File: src/rtl/delay_meas_pkg.sv
// Shared types and default constants for the loopback delay-measurement stage.
package delay_meas_pkg;

  typedef enum logic [1:0] {
    ST_IDLE     = 2'd0,
    ST_COUNT    = 2'd1,
    ST_WAIT_LOW = 2'd2
  } state_t;

  localparam int N_SAMP_DEF  = 16;
  localparam int SAMP_W_DEF  = 16;
  localparam int CNT_W_DEF   = 16;
  localparam int TIMEOUT_DEF = 4096;
  localparam int IDX_W       = $clog2(N_SAMP_DEF);

  // Result reported when no sample crossed the threshold before the timeout.
  localparam logic [CNT_W_DEF+IDX_W-1:0] RESULT_TIMEOUT = '1;

endpackage

File: src/rtl/delay_meas_hit.sv
// Combinational threshold detector: parallel signed compares, lowest sample index wins.
module delay_meas_hit #(
  parameter int N_SAMP = 16,
  parameter int SAMP_W = 16
) (
  input  logic [N_SAMP*SAMP_W-1:0]   adc_word,
  input  logic [SAMP_W-1:0]          threshold,
  output logic                       any_hit,
  output logic [$clog2(N_SAMP)-1:0]  hit_idx
);

  localparam int IDX_W_L = $clog2(N_SAMP);

  logic [N_SAMP-1:0] hit;

  always_comb begin
    hit = '0;
    for (int i = 0; i < N_SAMP; i++) begin
      hit[i] = $signed(adc_word[i*SAMP_W +: SAMP_W]) > $signed(threshold);
    end
  end

  // Scan from the top down so the earliest-in-time sample overwrites later ones.
  always_comb begin
    any_hit = 1'b0;
    hit_idx = '0;
    for (int i = N_SAMP - 1; i >= 0; i--) begin
      if (hit[i]) begin
        any_hit = 1'b1;
        hit_idx = IDX_W_L'(i);
      end
    end
  end

endmodule

File: src/rtl/delay_meas.sv
// Loopback delay measurement: counts cycles from a trig rising edge until the ADC
// word first shows a sample above threshold, reporting coarse/fine/total delay.
module delay_meas
  import delay_meas_pkg::*;
#(
  parameter int N_SAMP  = N_SAMP_DEF,
  parameter int SAMP_W  = SAMP_W_DEF,
  parameter int CNT_W   = CNT_W_DEF,
  parameter int TIMEOUT = TIMEOUT_DEF
) (
  input  logic                              clk,
  input  logic                              rst,
  input  logic                              trig,
  input  logic [N_SAMP*SAMP_W-1:0]          adc_word,
  input  logic [SAMP_W-1:0]                 threshold,
  output logic                              busy,
  output logic                              done,
  output logic                              timeout,
  output logic [CNT_W-1:0]                  coarse_cnt,
  output logic [$clog2(N_SAMP)-1:0]         fine_idx,
  output logic [CNT_W+$clog2(N_SAMP)-1:0]   delay_total
);

  localparam int IDX_W_L = $clog2(N_SAMP);
  localparam int DT_W    = CNT_W + IDX_W_L;
  localparam logic [CNT_W-1:0] LAST_CNT = CNT_W'(TIMEOUT - 1);

  if ((1 << IDX_W_L) != N_SAMP) begin : g_nsamp_pow2
    $error("delay_meas: N_SAMP must be a power of two");
  end
  if (TIMEOUT < 1 || TIMEOUT >= (64'd1 << CNT_W)) begin : g_timeout_range
    $error("delay_meas: TIMEOUT must lie in [1, 2**CNT_W)");
  end

  state_t state, state_n;
  logic [CNT_W-1:0]   counter, counter_n;
  logic               trig_q;
  logic               edge_det;
  logic               any_hit;
  logic [IDX_W_L-1:0] hit_idx;
  logic               busy_n, done_n, timeout_n;
  logic [CNT_W-1:0]   coarse_n;
  logic [IDX_W_L-1:0] fine_n;
  logic [DT_W-1:0]    total_n;

  delay_meas_hit #(
    .N_SAMP (N_SAMP),
    .SAMP_W (SAMP_W)
  ) u_hit (
    .adc_word  (adc_word),
    .threshold (threshold),
    .any_hit   (any_hit),
    .hit_idx   (hit_idx)
  );

  assign edge_det = trig & ~trig_q;

  always_ff @(posedge clk) begin
    if (rst) begin
      state <= ST_IDLE;
    end else begin
      state <= state_n;
    end
  end

  always_comb begin
    state_n   = state;
    counter_n = counter;
    busy_n    = busy;
    done_n    = 1'b0;
    timeout_n = 1'b0;
    coarse_n  = coarse_cnt;
    fine_n    = fine_idx;
    total_n   = delay_total;
    case (state)
      ST_IDLE: begin
        if (edge_det) begin
          state_n   = ST_COUNT;
          counter_n = '0;
          busy_n    = 1'b1;
        end
      end
      ST_COUNT: begin
        // A hit on the final counted cycle still beats the timeout.
        if (any_hit) begin
          coarse_n = counter;
          fine_n   = hit_idx;
          total_n  = {counter, hit_idx};
          done_n   = 1'b1;
          busy_n   = 1'b0;
          state_n  = ST_WAIT_LOW;
        end else if (counter == LAST_CNT) begin
          coarse_n  = '1;
          fine_n    = '1;
          total_n   = '1;
          timeout_n = 1'b1;
          busy_n    = 1'b0;
          state_n   = ST_WAIT_LOW;
        end else begin
          counter_n = counter + 1'b1;
        end
      end
      ST_WAIT_LOW: begin
        if (!trig) state_n = ST_IDLE;
      end
      default: begin
        state_n = ST_IDLE;
        busy_n  = 1'b0;
      end
    endcase
  end

  // trig_q resets high so a trig already asserted at reset release is not an edge.
  always_ff @(posedge clk) begin
    if (rst) begin
      trig_q      <= 1'b1;
      counter     <= '0;
      busy        <= 1'b0;
      done        <= 1'b0;
      timeout     <= 1'b0;
      coarse_cnt  <= '0;
      fine_idx    <= '0;
      delay_total <= '0;
    end else begin
      trig_q      <= trig;
      counter     <= counter_n;
      busy        <= busy_n;
      done        <= done_n;
      timeout     <= timeout_n;
      coarse_cnt  <= coarse_n;
      fine_idx    <= fine_n;
      delay_total <= total_n;
    end
  end

endmodule

File: config.mk
export PLATFORM = sky130hd
export DESIGN_NAME = delay_meas
export DESIGN_NICKNAME = d
export VERILOG_FILES = /design/src/rtl/delay_meas_pkg.sv /design/src/rtl/delay_meas_hit.sv /design/src/rtl/delay_meas.sv
export SDC_FILE = /design/constraint.sdc
export NUM_CORES = 1
export LEC_CHECK = 0
export CAP_MARGIN = 5
export CORE_ASPECT_RATIO = 0.75
export CORE_MARGIN = 2
export CORE_UTILIZATION = 35
export DETAILED_ROUTE_END_ITERATION = 12
export PLACE_DENSITY = 0.69
export REMOVE_ABC_BUFFERS = 1
export SYNTH_ARGS = -nofsm -noshare
export SYNTH_HDL_FRONTEND = slang
export SYNTH_SLANG_ARGS = --single-unit
File: constraint.sdc
create_clock -name clk -period 5.6 [get_ports clk]
set_input_delay 1.68 -clock clk [delete_from_list [all_inputs] [get_ports clk]]
set_output_delay 1.68 -clock clk [all_outputs]
set_load 0.03 [all_outputs]
==> flow_metrics.tcl <==
set metrics [dict create \
    status "finished clean" \
    final_layout_size_suffix_gt1_frac 0.0802 \
    dieArea_mm2 0.0242 \
    area_growth_pct 50.7 \
    drv_cap 0 \
    holdCritPathClass "register to register" \
    wl_mm 33.0 \
    clkTransAtPathRegs_ns 0.06 \
    drv_slew 0 \
    leakagePower_uw 0.00532 \
    root_buffer "clkbuf_16" \
    num_vias 9059 \
    grt_max_degree 28 \
    track_usage 0.267 \
    r2r_cells 8 \
    start_util 0.353 \
    antenna_found_initial 5 \
    vias_per_cell 5.58 \
    tightest_slew_ns 0.763 \
    ys_warn_count 0 \
    final_nets 1852 \
    synth.avg_cell_area_um2 8.30 \
    grt-ovfl-total 0 \
    clkSinkCount 42 \
    synth_area_leaders "ha_1 (40%), dfxtp_1 (10%), a21oi_1 (5.6%)" \
    drc 0 \
    combPwrFrac 0.581 \
    critPathArrivalTime_ns 5.64 \
    ys_seq_area_frac 0.104 \
    p_switching_uw 514 \
    hold_viol 0 \
    finalPower_uw 1430 \
    grt_pass1_vias 8970 \
    clk_path_buf_depth 2 \
    dp_cells 1604 \
    cts_inserted_buffers 5 \
    grt_pass1_wl_mm 49.5 \
    dpl.hpwl_mm 27.6 \
    period_needed_ns 5.42 \
    synth.distinct_cells 71 \
    yosysTopAreaCellShare 0.400 \
    io_pins 318 \
    drtIter0Drc 597 \
    die_h_um 135 \
    final.setup_skew_ns 0.00651 \
    crit_required_ns 5.81 \
    hold_depth 2 \
    setup_viol 0 \
    p_int_uw 913 \
    peakVddDrop_v 0.000112 \
    rsz0062_at_grt "no" \
    port-buffer-count 317 \
    seqPwrFrac 0.217 \
    cts_tree "built" \
    relSlewSlack 0.490 \
    async_reset_ff_frac 0 \
    hold_buffers 0 \
    wl_per_cell_um 20.3 \
    ys.flop_type "dfxtp_1" \
    synth_top_cell_by_area "ha_1" \
    synth_area_mm2 0.00805 \
    max_freq_mhz 184 \
    core_mm2 0.0228 \
    htreeDepth 2 \
    synth-seq-cells 42 \
    synth_edf_count 0 \
    ant_nets 0 \
    crit_path_end_kind "register" \
    num_rows 48 \
    start_kind "primary input" \
    worst_skew_pair.late_latency_ns 0.28 \
    fin_crit_sh 0.969 \
    die_w_um 179 \
    stdcell_count 1624 \
    drt-pass1-iter-count 5 \
    syn_inst 970 \
    clkPwrFrac 0.202 \
    swShare 0.360 \
    gp_congestion 0.969 \
    powerDensity_mw_per_mm2 118 \
    cp_max_fo 27 \
    crit_type "primary input to register" \
]
[critical path: stages]
cell	delay [ns]
clkdlybuf4s50_1	0.50
clkinvlp_4	0.20
buf_4	0.20
ha_1	0.17
or4_1	0.53
a21oi_1	0.13
o21a_1	0.15
o21ai_0	0.08
o21bai_1	0.24
buf_4	0.16
o21ai_1	0.07
or4_1	0.55
buf_4	0.24
or4_1	0.54
a21oi_1	0.16
[cell families after synthesis]
logic type	Yosys count	synth area share
flip-flops	42	0.104
adder cells (fa/ha/maj)	257	0.400
AND/OR/NAND/NOR	288	0.194
buffers and inverters	97	0.0558
AO/OA/AOI/OAI	279	0.237
multiplexers	7	0.00964
[Yosys cell counts (all sizes together), types with 4 or more instances]
master,count
dfxtp,42
or2,4
or3,7
nor4,9
o21a,10
and4,9
o31ai,14
a211o,4
inv,64
a2111oi,4
nand2b,16
nor2b,13
nand4,47
o211ai,7
o21bai,4
o21ai,37
o221ai,6
or4,15
nand3,27
a211oi,18
and3,7
o22ai,4
o221a,16
ha,257
nor2,45
a21oi,91
mux2i,4
nand2,60
clkbuf,10
nor3,18
a31oi,10
a21o,26
buf,23
[flip-flops by register name (all words and copies together) (netlist names)]
name         flops
state            2
fine_idx         3
timeout          1
coarse_cnt      16
done             1
busy             1
counter         16
delay_total      1
trig_q           1
[power by group through the flow]
stage               Combinational (uW)  Sequential (uW)  Clock [uW]
finish                             828              310         289
global route                       914              311         308
CTS                                807              310         290
detailed placement                 800              317           0
global placement                   788              317           0
floorplan                          370              336           0
[final timing paths]
check,startpoint,end,slack (ns)
worst max-delay path,threshold[3],counter[3],0.18
worst min-delay path,counter[15],counter[15],0.50
worst min register to register,counter[15],counter[15],0.50
worst max register to register,counter[3],counter[11],2.83
[layer usage]
metal,part of all wire,GRT usage,vias up
met5,0.00082,0,-
met4,0.017,0.0506,4
met3,0.083,0.0429,46
met2,0.46,0.456,405
met1,0.44,0.357,4115
li1,-,-,4489
[per-stage QoR]
step | cell area [um^2] | TNS, ns | hold slack (ns) | util | worst slack [ns]
2_1_floorplan | 7840 | 0 | 0.459 | - | 0.491
3_3_place_gp | 11800 | -0.641 | 0.481 | 0.518 | -0.0758
3_5_place_dp | 11800 | -1.27 | 0.485 | 0.518 | -0.138
4_1_cts | 12000 | 0 | 0.495 | 0.524 | 0.108
5_1_grt | 12100 | 0 | 0.516 | 0.531 | 0.0156
6_report | 12100 | 0 | 0.495 | 0.532 | 0.175
[cell type report]
class	instances	area, um^2
Fill cell	2110	10700
Multi-Input combinational cell	831	6780
Timing Repair Buffer	376	3720
Sequential cell	42	841
Tap cell	300	375
Inverter	64	259
Clock buffer	7	143
Antenna cell	3	7.51
Clock inverter	1	5.00
[layout by cell type (no fill, tap or decap), drive strengths merged, types with 5 or more instances in the layout]
master	netlist	routed
nand3	27	27
a211oi	18	18
clkdlybuf4s50	0	317
nor2b	13	13
clkinvlp	0	5
a31oi	10	10
dfxtp	42	42
nor2	45	45
a21oi	91	91
nor3	18	18
nor4	9	9
buf	23	59
or4	15	15
a21o	26	26
o221ai	6	6
or3	7	7
nand4	47	47
o21ai	37	37
nand2	60	60
inv	64	59
ha	257	257
o221a	16	16
and3	7	7
and4	9	9
nand2b	16	16
clkbuf	10	7
o21a	10	10
o211ai	7	7
o31ai	14	14
[repair_timing]
item                       in CTS  in global routing
setup endpoints to repair       0                 13
gates resized for setup         0                 10
setup buffers                   0                  9
No activity file was read; power rests on OpenSTA's default activity.
